### config.mk
export PLATFORM = sky130hd
export DESIGN_NAME = shift_array_stream_ctrl
export DESIGN_NICKNAME = d
export VERILOG_FILES = /design/src/rtl/shift_array_stream_ctrl.sv
export SDC_FILE = /design/constraint.sdc
export NUM_CORES = 1
export LEC_CHECK = 0
export ABC_AREA = 1
export CORE_MARGIN = 3
export CORE_UTILIZATION = 23
export DETAILED_ROUTE_END_ITERATION = 8
export PLACE_DENSITY_LB_ADDON = 0.05
export SLEW_MARGIN = 20
export SYNTH_ARGS = -nofsm -noshare
export SYNTH_HDL_FRONTEND = slang
export SYNTH_SLANG_ARGS = --single-unit
### constraint.sdc
create_clock -name clk -period 1.62 [get_ports clk]
set_input_delay 0.162 -clock clk [delete_from_list [all_inputs] [get_ports clk]]
set_output_delay 0.162 -clock clk [all_outputs]
set_load 0.01 [all_outputs]
### src/rtl/shift_array_stream_ctrl.sv
`default_nettype none
// ============================================================================
// Module  : shift_array_stream_ctrl
// Brief   : Valid/ready stream wrapper around an external DEPTH-position shift
//           register array. A tag pipeline tracks which array slots hold real
//           words. Flush drains held words by inserting zero-filled bubbles.
// Revision: 1.0 - initial release
// ============================================================================
module shift_array_stream_ctrl #(
  parameter int BIT_WIDTH = 8,
  parameter int DEPTH     = 8
) (
  input  logic                         clk,
  input  logic                         reset,
  input  logic [BIT_WIDTH-1:0]         in_data,
  input  logic                         in_valid,
  output logic                         in_ready,
  input  logic                         flush,
  output logic [BIT_WIDTH-1:0]         shift_in,
  output logic                         shift_enable,
  input  logic [BIT_WIDTH-1:0]         shift_out,
  output logic [BIT_WIDTH-1:0]         out_data,
  output logic                         out_valid,
  input  logic                         out_ready,
  output logic [$clog2(DEPTH+1)-1:0]   count,
  output logic                         drain_done
);

  localparam int CW = $clog2(DEPTH+1);
  localparam logic [CW-1:0] c_full = CW'(DEPTH);

  typedef enum logic [0:0] {
    RUN   = 1'b0,
    DRAIN = 1'b1
  } state_t;

  state_t               r_state;
  state_t               w_state_next;
  logic [DEPTH-1:0]     r_tag;
  logic [CW-1:0]        r_count;
  logic [CW-1:0]        w_count_next;
  logic                 r_drain_done;
  logic                 w_drain_done_next;
  logic                 w_fire_in;
  logic                 w_fire_out;
  logic                 w_bubble;

  // Handshake decode and array strobe generation
  always_comb begin
    out_valid    = r_tag[DEPTH-1];
    out_data     = shift_out;
    in_ready     = (r_state == RUN) && (!out_valid || out_ready) && reset;
    w_fire_in    = in_valid && in_ready;
    w_fire_out   = out_valid && out_ready;
    // While draining, push zero bubbles until the next real word surfaces
    w_bubble     = (r_state == DRAIN) && (r_count != '0) && !out_valid;
    shift_enable = w_fire_in || w_fire_out || w_bubble;
    shift_in     = w_fire_in ? in_data : '0;
    count        = r_count;
    drain_done   = r_drain_done;
  end

  // Occupancy update, saturating at both ends
  always_comb begin
    w_count_next = r_count;
    if (w_fire_in && !w_fire_out && (r_count != c_full)) begin
      w_count_next = r_count + 1'b1;
    end else if (!w_fire_in && w_fire_out && (r_count != '0)) begin
      w_count_next = r_count - 1'b1;
    end
  end

  // Tag pipeline mirrors the external array, one bit per slot
  always_ff @(posedge clk or negedge reset) begin
    if (!reset) begin
      r_tag <= '0;
    end else if (shift_enable) begin
      r_tag <= {r_tag[DEPTH-2:0], w_fire_in};
    end
  end

  // Held-word counter register
  always_ff @(posedge clk or negedge reset) begin
    if (!reset) begin
      r_count <= '0;
    end else begin
      r_count <= w_count_next;
    end
  end

  // FSM state and registered drain completion pulse
  always_ff @(posedge clk or negedge reset) begin
    if (!reset) begin
      r_state      <= RUN;
      r_drain_done <= 1'b0;
    end else begin
      r_state      <= w_state_next;
      r_drain_done <= w_drain_done_next;
    end
  end

  // Next-state logic: flush counts a word accepted in the same cycle
  always_comb begin
    w_state_next      = r_state;
    w_drain_done_next = 1'b0;
    case (r_state)
      RUN: begin
        if (flush && (w_count_next != '0)) begin
          w_state_next = DRAIN;
        end
      end
      DRAIN: begin
        if (w_count_next == '0) begin
          w_state_next      = RUN;
          w_drain_done_next = 1'b1;
        end
      end
      default: begin
        w_state_next = RUN;
      end
    endcase
  end

endmodule
`default_nettype wire

==> summary.txt <==
CP top delay family: simple AND/OR/NAND/NOR gates
fin cells: 213
first-pass GRT wire length: 3.56 mm
Distinct cells, synth: 21
asr flop ratio synth: 100%
worst rel slew slack: 87.4%
register area: 350 um^2
Port-buffer cells: 28
slowest CP cell: dfrtp_1
Power Density: 1420 mW/mm^2
CP Launch Type: flop
syn_area_per_cell: 7.82 um^2
Hold Crit Class: input pin to primary output
core area: 0.00385 mm^2
Mapped Nets: 146
crit path DAT: 1720 ps
FF-to-FF setup slack: 70 ps
H-tree depth: 1
Reg2Reg Depth: 13
f_max: 0.646 GHz
dpl hpwl: 1.68 mm
final setup TNS: 0 ps
Max stage delay on crit path: 390 ps
Overflow after GRT: 0
clock skew: 1.34 ps
Yosys top cell by area: dfrtp_1
total chip power: 2.07 mW
endpoints failing setup: 0
power share of the combinational group: 57.0%
Synth area leaders: dfrtp_1 36%, inv_1 8.2%, buf_4 7.8%, nand2_1 7.8%, nor2_4 5.9%
placed insts: 201
drt first pass iters: 3
NetSw: 0.797 mW
Nets: 189
critical-path cell list: inv_2 > ha_4 > buf_6 > nand3_1 > nand2_1 > inv_2 > nand2_4 > nand2_1 > nand2_1 > nand2_2 > inv_2 > nor2_4 > a21oi_1
CTS clock-pin slew for the worst setup and hold paths: 60 ps
unrepaired setup endpoints after global routing: true
Clk pwr share: 16.4%
Yosys reg bits: 14
Area Overhead vs Synth: 52.1%
clock network latency to the later pin of the worst-skew pair: 240 ps
Crit path required time: 1790 ps
crit end category: flop
TritonCTS clock tree: yes
Iter 0 DRT Violations: 11
Max-cap violations: 0
gr usage total: 8.88%
fillcell total: 398
die area: 0.00500 mm^2
crit share post-route: 95.6%
critical-path maximum fanout: 6
Syn Std Cell Area: 962 um^2
Final Wtd Congestion: 0.690
pin count of the biggest net entering global routing: 15
Cells on Worst Hold Path: 0
Die Ht: 70.7 um
cts bufs inserted: 3
post-synth top area share: 36.4%
Final Hold Fails: 0
Wirelength per Cell: 10.4 um
most instantiated library cell after synthesis: inv_1
Vias: 840
status: finished, final reports clean
vias in the first global route: 814
drt drc: 0
ANT nets after route: 0
worst-margin pin slew: 188 ps
clk sinks: 14
sequential element share of the synthesized area: 36.4%
DRT Wirelength: 2.22 mm
WP depth: 13
multi-input logic area: 460 um^2
YS warnings: 0
ys flop type: dfrtp_1
number of flops mapped to enable cells by yosys: 0
Root Buffer: clkbuf_8
# rows: 22
Flop pwr share: 26.7%
internal power: 1.28 mW
switch share: 38.4%
Vias/cell: 3.94
n_diodes: 0
top cells by instance count after synthesis: 21 x inv_1, 20 x nand2_1, 14 x dfrtp_1
Initial Util: 25.0%
Bufs and invs on worst path: 4
VDD IR max: 0.000588 V
Max Slew Vio Count: 0
antenna violations before repair: 0
share of cells above drive strength 1: 32.7%
Post-Syn Instances: 123
Pleak: 0.769 nW
I/O pin total: 45
Final min period: 1550 ps
Die Wd: 70.7 um
Worst Setup Path Type: flop to flop
clk buf depth: 2
==> power by group through the flow <==
stage	clock network [mW]	logic, mW	registers (mW)
floorplan	0	0.606	0.598
global placement	0	1.04	0.554
global route	0.374	1.30	0.567
CTS	0.351	1.03	0.550
detailed placement	0	1.04	0.555
finish	0.339	1.18	0.554
==> stage by stage <==
stage / hold WS, ps / util [%] / cell area, um^2 / setup WS [ps]
2_1_floorplan: -134 / - / 962 / 61.8
3_3_place_gp: 324 / 34.1 / 1310 / -227
3_5_place_dp: 324 / 34.1 / 1310 / -233
4_1_cts: 264 / 35.5 / 1370 / -14.2
5_1_grt: 324 / 38.0 / 1460 / -48.0
6_report: 324 / 38.0 / 1460 / 70.9
==> worst paths after layout <==
| path | start | to |
|---|---|---|
| max reg2reg | count[0] | r_state |
| min | shift_out[5] | out_data[5] |
| min in group asynchronous | reset | count[3] |
| min reg2reg | r_tag[6] | r_tag[7] |
| max in group asynchronous | reset | drain_done |
| max | count[0] | r_state |
==> final cells by class <==
type | count | area share, %
clock buffers | 4 | 3.76
inverters | 24 | 6.15
multi-input cells | 74 | 31.5
flip-flops and latches | 14 | 23.9
well taps | 48 | 4.10
repair buffers | 49 | 30.6
==> registers in the layout, indices dropped and copies added (netlist names) <==
signal	count
r_state	1
drain_done	1
r_tag	8
count	4
==> cells in the final DEF, fill, tap and decap left out, drive strengths merged <==
cell / count
o211ai: 1
dlymetal6s2s: 1
clkdlybuf4s15: 1
xor2: 2
ha: 2
clkbuf: 4
o21ai: 4
xnor2: 1
nand3: 11
clkdlybuf4s50: 17
dlygate4sd3: 1
nand2: 29
nor2: 19
inv: 24
buf: 21
dfrtp: 14
a21oi: 5
dlygate4sd2: 8
==> layer usage <==
layer	up-vias	track usage (%)	wire length [um]
met1	361	10.9	1020
met3	6	1.85	162
met2	29	14.4	1000
met5	-	0	0
li1	444	-	-
met4	0	5.01	43
==> cells by family (layout without fill, tap and decap cells) <==
family | Yosys count | after routing | synth area share (%)
and+or+nand+nor | 59 | 59 | 32.8
buffers and inverters | 35 | 77 | 18.3
xor gates and xnor gates | 3 | 3 | 2.73
DFF | 14 | 14 | 36.4
AOI/OAI and AO/OA | 10 | 10 | 7.15
adders and majority gates | 2 | 2 | 2.60
==> what timing repair did <==
action,4_1_cts,5_1_grt
endpoints found under the setup margin,10,2
pin swaps,2,10
gates cloned,0,0
gates resized for setup,15,12
hold endpoints to repair,0,14
setup buffers,1,6
hold buffers,0,1
No activity file was read; power rests on OpenSTA's default activity.
